[config.mk]
export PLATFORM = sky130hd
export DESIGN_NAME = int_to_float
export DESIGN_NICKNAME = d
export VERILOG_FILES = /design/src/rtl/int_to_float.sv
export SDC_FILE = /design/constraint.sdc
export NUM_CORES = 1
export LEC_CHECK = 0
export BUFFER_PORTS_ARGS = -buffer_cell sky130_fd_sc_hd__buf_4
export CAP_MARGIN = 20
export CELL_PAD_IN_SITES_DETAIL_PLACEMENT = 1
export CELL_PAD_IN_SITES_GLOBAL_PLACEMENT = 2
export CORE_AREA = 3 3 134 136
export DETAILED_ROUTE_END_ITERATION = 8
export DIE_AREA = 0 0 137 139
export PLACE_DENSITY = 0.86
export SLEW_MARGIN = 15
export SYNTH_ARGS = -nofsm -noshare
export SYNTH_HDL_FRONTEND = slang
export SYNTH_SLANG_ARGS = --single-unit
[constraint.sdc]
create_clock -name clk -period 3.3 [get_ports clk]
set_input_delay 0.33 -clock clk [delete_from_list [all_inputs] [get_ports clk]]
set_output_delay 0.33 -clock clk [all_outputs]
set_load 0.05 [all_outputs]
[src/rtl/int_to_float.sv]
// int_to_float: two-stage elastic signed-integer to {s,e,f} float converter (truncating)
// Ports:
//   clk, rst              clock, synchronous active-high reset
//   in_data/in_valid      signed integer sample and its valid
//   in_ready              stage 1 can take a sample this cycle
//   out_data/out_valid    registered {sign, exponent, fraction} and its valid
//   out_ready             downstream consumes out_data this cycle
module int_to_float #(
    parameter int              I_bit = 32,
    parameter int              E_bit = 8,
    parameter int              F_bit = 23,
    parameter logic [E_bit-1:0] E_ref = {(E_bit-1){1'b1}},
    parameter logic [E_bit-1:0] E_max = {E_bit{1'b1}}
) (
    input  logic                   clk,
    input  logic                   rst,
    input  logic [I_bit-1:0]       in_data,
    input  logic                   in_valid,
    output logic                   in_ready,
    output logic [E_bit+F_bit:0]   out_data,
    output logic                   out_valid,
    input  logic                   out_ready
);
    localparam int PW = $clog2(I_bit);

    // Bits of the encoder mask for output bit b: positions whose index has bit b set.
    function automatic logic [I_bit-1:0] f_mask(input int b);
        logic [I_bit-1:0] m;
        m = '0;
        for (int i = 0; i < I_bit; i++) m[i] = ((i >> b) & 1) == 1;
        return m;
    endfunction

    logic                 r_s1_valid;
    logic                 r_s1_sign;
    logic                 r_s1_zero;
    logic [I_bit-1:0]     r_s1_mag;
    logic                 r_s2_valid;
    logic [E_bit+F_bit:0] r_s2_data;

    logic                 w_s1_adv;
    logic                 w_s2_adv;
    logic [I_bit-1:0]     w_mag;
    logic [I_bit-1:0]     w_lead;
    logic [PW-1:0]        w_p;
    logic [PW-1:0]        w_sh;
    logic [F_bit-1:0]     w_frac;
    logic [E_bit:0]       w_exp;
    logic [E_bit+F_bit:0] w_pack;

    assign w_s2_adv  = !r_s2_valid | out_ready;
    assign w_s1_adv  = !r_s1_valid | w_s2_adv;
    assign in_ready  = w_s1_adv;
    assign out_valid = r_s2_valid;
    assign out_data  = r_s2_data;

    // Negation in I_bit unsigned bits maps the most negative value onto 2^(I_bit-1).
    assign w_mag = in_data[I_bit-1] ? -in_data : in_data;

    // One-hot leading-one detect, then OR-encode the one-hot into its index.
    for (genvar i = 0; i < I_bit; i++) begin : g_lead
        if (i == I_bit - 1) begin : g_top
            assign w_lead[i] = r_s1_mag[i];
        end else begin : g_low
            assign w_lead[i] = r_s1_mag[i] & ~|r_s1_mag[I_bit-1:i+1];
        end
    end

    for (genvar b = 0; b < PW; b++) begin : g_enc
        localparam logic [I_bit-1:0] M = f_mask(b);
        assign w_p[b] = |(w_lead & M);
    end

    assign w_sh = PW'(I_bit - 1) - w_p;

    // After normalising, the leading one sits at bit I_bit-1 and is implicit.
    if (I_bit - 1 >= F_bit) begin : g_trunc
        assign w_frac = F_bit'((r_s1_mag << w_sh) >> (I_bit - 1 - F_bit));
    end else begin : g_pad
        assign w_frac = {(I_bit-1)'(r_s1_mag << w_sh), {(F_bit-I_bit+1){1'b0}}};
    end

    assign w_exp  = {1'b0, E_ref} + (E_bit+1)'(w_p);
    assign w_pack = r_s1_zero ? '0 :
                    (w_exp >= {1'b0, E_max}) ? {r_s1_sign, E_max, {F_bit{1'b0}}} :
                    {r_s1_sign, w_exp[E_bit-1:0], w_frac};

    always_ff @(posedge clk) begin
        if (rst) begin
            r_s1_valid <= 1'b0;
            r_s1_sign  <= 1'b0;
            r_s1_zero  <= 1'b0;
            r_s1_mag   <= '0;
            r_s2_valid <= 1'b0;
            r_s2_data  <= '0;
        end else begin
            if (w_s2_adv) begin
                r_s2_valid <= r_s1_valid;
                r_s2_data  <= w_pack;
            end
            if (w_s1_adv) begin
                r_s1_valid <= in_valid;
                r_s1_sign  <= in_data[I_bit-1];
                r_s1_zero  <= in_data == '0;
                r_s1_mag   <= w_mag;
            end
        end
    end
endmodule

# Word level (Yosys, flattened, before mapping)
# Index checks and enable logic that the tools add are counted.
[totals]
regBits = 68
out_inout_bits = 34
word_cells = 113
input_bits = 36
[classes]
n_reduce_logical = 67
order_cmp = 1
shifts = 1
mux = 3
add_sub_neg = 3
bitwise_logic = 32
[op_table]
columns = ["operator", "n"]
rows = [
  ["16-bit OR reduction", 6],
  ["32-bit two-way mux", 2],
  ["1-bit logical NOT", 32],
  ["32-bit logical NOT", 1],
  ["32-bit negator", 1],
  ["32-bit by 5-bit left shift with 31-bit output", 1],
  ["31-bit two-way mux", 1],
  ["1-bit AND", 30],
  ["30-bit OR reduction", 1],
  ["29-bit OR reduction", 1],
  ["28-bit OR reduction", 1],
  ["27-bit OR reduction", 1],
  ["26-bit OR reduction", 1],
  ["25-bit OR reduction", 1],
  ["24-bit OR reduction", 1],
  ["23-bit OR reduction", 1],
  ["22-bit OR reduction", 1],
  ["21-bit OR reduction", 1],
  ["20-bit OR reduction", 1],
  ["19-bit OR reduction", 1],
  ["18-bit OR reduction", 1],
  ["17-bit OR reduction", 1],
  ["15-bit OR reduction", 1],
  ["14-bit OR reduction", 1],
  ["other kinds (16)", 17],
]

# Longest topological paths before layout
[logic_depth]
depth_word = 8
depth_mapped = 14
ltp_nobuf = 10

# Least setup slack after synthesis
# No wires, ideal clock.
[synth_timing]
path_type = "register -> register"
startpoint = "reg r_s1_mag[21]"
endpoint = "reg r_s2_data[14] (netlist: out_data[14])"
path_stages_with_launch = 12
t_required_ns = 3.178
slack_ns = -0.018
synth_period_minus_slack_ns = 3.318
arrival_ns = 3.196
n_path_buf = 2
setup_time_ns = 0.122
path_cell_list = "dfxtp_1 > clkbuf_1 > nor4_1 > nand4_1 > o31ai_1 > or4_1 > buf_4 > mux2_2 > a21o_1 > o221a_2 > a311o_1 > o311a_1"
[synth_between]
elab_chain_len = 8
elab_cells_between_ends = 72
cone_classes = "2 x add/sub; 1 x order compare; 1 x shift; 2 x mux; 21 x bitwise; 45 x reduce/logical"
[synth_rtl]
columns = ["item", "line_no", "source"]
rows = [
  ["from (decl)", "37", "logic [I_bit-1:0] r_s1_mag;"],
  ["from (signal assigned)", "105", "r_s1_mag <= w_mag;"],
  ["30-bit OR reduction, or another cell as far along", "65", "assign w_lead[i] = r_s1_mag[i] & ~|r_s1_mag[I_bit-1:i+1];"],
  ["1-bit logical NOT", "65", ""],
  ["1-bit AND", "65", ""],
  ["16-bit OR reduction", "71", "assign w_p[b] = |(w_lead & M);"],
  ["7-bit by 5-bit adder with 8-bit output / 5-bit subtractor (equally long branches)", "83, 74", ""],
  ["8-bit greater-or-equal comparator / 32-bit by 5-bit left shift with 31-bit output (equally long branches)", "85, 78", ""],
  ["31-bit two-way mux (*)", "85", "(w_exp >= {1'b0, E_max}) ? {r_s1_sign, E_max, {F_bit{1'b0}}} :"],
  ["32-bit two-way mux (*)", "84", "assign w_pack = r_s1_zero ? '0 :"],
  ["to (signal assigned)", "99", "r_s2_data <= w_pack;"],
  ["to (decl)", "39", "logic [E_bit+F_bit:0] r_s2_data;"],
]
# Mark *: on every way between the ends. The rest lies on a longest branch, timed or not.
# A chain may end at the register's enable or synchronous reset.

# Worst setup path after layout
[layout_timing]
startpoint = "reg r_s1_mag[15]"
endpoint = "reg r_s2_data[22] (netlist: out_data[22])"
[layout_between]
elab_chain_len = 8
elab_cells_between_ends = 53
cone_classes = "2 x add/sub; 1 x order compare; 1 x shift; 2 x mux; 15 x bitwise; 32 x reduce/logical"
[layout_rtl]
columns = ["item", "line_no"]
rows = [
  ["30-bit OR reduction, or another cell as far along", "65"],
  ["1-bit logical NOT", "65"],
  ["1-bit AND", "65"],
  ["16-bit OR reduction", "71"],
  ["7-bit by 5-bit adder with 8-bit output / 5-bit subtractor (equally long branches)", "83, 74"],
  ["8-bit greater-or-equal comparator / 32-bit by 5-bit left shift with 31-bit output (equally long branches)", "85, 78"],
  ["31-bit two-way mux (*)", "85"],
  ["32-bit two-way mux (*)", "84"],
]
# Marks and branches as above.

==> summary.md <==
| Metric | Value |
|---|---|
| Status | `complete, but fails checks` |
| Failing checks | `negative setup slack` |
| CTS tree | `done` |
| Power share of the combinational group | `a little under half` |
| Static Leakage | `2.92 nW` |
| Core Box Area | `about 17000 um^2` |
| Hold Buf Count CTS | `0` |
| Yosys reg bits | `68` |
| Hold Path End | `r_s1_valid` |
| Reg2reg path depth | `11` |
| Maxcap violations | `0` |
| Syn Inst Count | `between 600 and 700` |
| DR iter-0 viols | `381` |
| Cell variety after synth | `72` |
| Fin area | `7120 um^2` |
| Asr flop ratio synth | `0%` |
| First-pass GRT wire length | `around 33 mm` |
| CP Launch Point | `r_s1_mag[15]` |
| Placement Setup Slack | `-0.273 ns` |
| Port bufs | `roughly 70` |
| Register area share after synthesis | `roughly a quarter` |
| Main area contributors after synthesis | `dfxtp_1, mux2i_1, nor2_1` |
| RR Endpoint | `out_data[22]` |
| DIE AREA | `19000 um^2` |
| # rows | `48` |
| Pwr dens | `547 nW/um^2` |
| Final worst setup slack | `-0.0188 ns` |
| # H-tree levels | `3` |
| WL per Instance | `20.3 um` |
| CP Max Fanout | `8` |
| Clock root buffer | `clkbuf_16` |
| Diode count | `0` |
| Vias in the first global route | `6006` |
| Worst min-delay path category | `in2reg` |
| # IOs | `70` |
| Residual DRC count | `0` |
| Clk slew on worst S/H paths | `about 0.060 ns` |
| Critical Path End Type | `flip-flop` |
| Yosys top cell area share | `26.3%` |
| Die Y | `139 um` |
| CP required | `3.54 ns` |
| GRT Total Usage | `21.5%` |
| Antenna-violating nets left | `0` |
| Initial Util | `30.4%` |
| Pins Over Slew Limit | `0` |
| DRT Wirelength | `between 20 and 25 mm` |
| Worst-Margin Slew | `1.03 ns` |
| Num CTS Buffers | `9` |
| Clk Latency, worst-skew pair | `0.35 ns` |
| Unrepaired setup endpoints after global routing | `yes` |
| Largest net degree at the start of global routing | `63` |
| Synthesized area per cell | `approximately 7.7 um^2` |
| Fin nets | `between 800 and 900` |
| Deepest clock path buffer count | `2` |
| VDD IR max | `about 0.00028 V` |
| F_max | `301 MHz` |
| Tmin final | `3.32 ns` |
| Switching share of power | `around two fifths` |
| Fin. Hold Viols | `0` |
| Via density | `5.70` |
| Via count | `5861` |
| Share of layout cells above drive strength 1 | `32.2%` |
| Final setup viols | `2` |
| Internal power | `2.33 mW` |
| Chip width | `137 um` |
| Worst R2R Start | `r_s1_mag[15]` |
| CP startpoint kind | `flip-flop` |
| Final period utilization | `101%` |
| Placed Area | `approximately 6500 um^2` |
| Seq pwr share | `~26%` |
| TritonCTS Sinks | `68` |
| Slew Limit Headroom | `31.4%` |
| Reg2Reg Setup Slack | `-0.02 ns` |
| Syn Std Cell Area | `5180 um^2` |
| Critical path type | `reg2reg` |
| Ys Warns | `0` |
| Antenna violations before repair | `0` |
| Clk pwr share | `27.0%` |
| CP arrival | `between 3 and 4 ns` |
| Synth area leader | `dfxtp_1` |
| HPWL Detailed | `~16 mm` |
| 1st-pass router iterations | `5` |
| P&R area growth vs syn | `37.4%` |
| Gpl congestion | `around 0.9` |
| GRT Residual Overflow | `0` |
| Commonest register cell after synthesis | `dfxtp_1` |
| Hold path start | `in_valid` |
| EDFF count, synth | `0` |
| Switch Pwr | `1.56 mW` |
| Synth Net Count | `712` |
| WHS Path Cells | `3` |
| Clock skew | `0.0129 ns` |
-- per-layer routing --
layer / vias up / share of wire [%] / track usage [%]
met5: - / 0 / 0
met3: 34 / 4.5 / 3.59
met4: 0 / 2.2 / 6.46
li1: 2785 / - / -
met2: 172 / 48 / 35.7
met1: 2870 / 45 / 28.4
-- sequential cells by signal, indices dropped and copies added (netlist names) --
signal and flops:
r_s1_valid 1, out_valid 1, out_data 32, r_s1_zero 1
r_s1_mag 32, r_s1_sign 1
-- cell families (layout without fill, tap and decap cells) --
logic type               Yosys count  count (layout)  synth area share [%]
AO/OA/AOI/OAI                    202             202                  27.9
XOR/XNOR                          31              31                  5.24
adder cells (fa/ha/maj)            2               2                 0.483
buffers and inverters             76             205                  6.47
flip-flops                        68              68                  26.3
multiplexers                      55              55                  10.9
AND/OR/NAND/NOR                  240             241                  22.8
-- worst max-delay path: stages (launching register included) --
cell and delay, ns:
dfxtp_2 0.32, or4_4 0.52, or4_4 0.43, or4_4 0.58, nand2_4 0.16, buf_4 0.13
buf_4 0.16, mux2i_1 0.23, mux2i_1 0.13, mux2i_1 0.25, o21ai_0 0.12, o211a_1 0.15
-- layout make-up --
class,instances,area (um^2)
fill,2068,9940
multi-input combinational,531,3760
sequential,68,1360
timing repair buffer,177,1350
tap,225,282
clock buffer,12,267
clock inverter,4,55.1
inverter,12,47.5
-- how the worst max path moves through the flow --
stage	to	slack [ns]	depth (start not counted)
after global placement	r_s1_mag[29]	-0.19	10
after CTS	out_data[18]	0.007	10
final	out_data[22]	-0.02	11
after detailed placement	r_s1_mag[27]	-0.27	10
after global routing	out_data[22]	-0.11	11
after floorplan	out_data[14]	0.05	10
-- power groups by stage --
stage,Combinational (mW),Sequential [mW],Clock (mW)
2_1_floorplan,0.789,1.23,0
3_3_place_gp,1.65,1.01,0
3_5_place_dp,1.69,1.01,0
4_1_cts,1.72,0.994,1.07
5_1_grt,1.95,1.01,1.11
6_report,1.85,0.995,1.05
-- cells in the mapped netlist, types with 5 or more instances --
cell type	count
a31oi_1	8
buf_2	9
a22o_1	6
a22oi_1	12
dfxtp_1	68
a211o_1	5
a221oi_1	5
a211oi_1	35
or4_1	9
and3_1	7
o41ai_1	6
and2_1	6
mux2i_1	44
mux2_2	11
a21oi_1	32
nor2_1	73
nand3_1	9
or3_1	11
xor2_1	27
nor4_1	11
buf_1	8
nor3_1	18
nand2_1	71
clkbuf_1	41
inv_1	10
o21ai_0	27
o31ai_1	13
nor4b_1	7
-- layout by cell type (no fill, tap or decap), drive strengths merged, types with 13 or more instances in the layout --
cell type	count
buf	177
nor2	73
nand2	73
dfxtp	68
mux2i	44
a211oi	36
a21oi	32
o21ai	30
xor2	27
nor3	18
o31ai	13
inv	13
-- through the flow --
| step | TNS [ns] | power, mW | utilization, % | hold slack (ns) | std cells |
|---|---|---|---|---|---|
| after floorplan | 0 | 2.02 | - | 0.427 | 674 |
| after global placement | -0.490 | 2.65 | 38.1 | 0.428 | 1008 |
| after detailed placement | -1.03 | 2.70 | 38.1 | 0.439 | 1008 |
| after CTS | 0 | 3.78 | 40.2 | 0.202 | 1027 |
| after global routing | -0.587 | 4.07 | 41.7 | 0.212 | 1029 |
| final | -0.0192 | 3.89 | 41.7 | 0.205 | 1029 |
-- timing repair --
item                       in CTS  in global routing
setup buffers                   2                  2
gates resized for setup         7                 50
pin swaps                       2                 10
gates cloned                    1                  0
setup endpoints to repair       7                 18
Note: power is estimated with default switching activity, not from simulation.
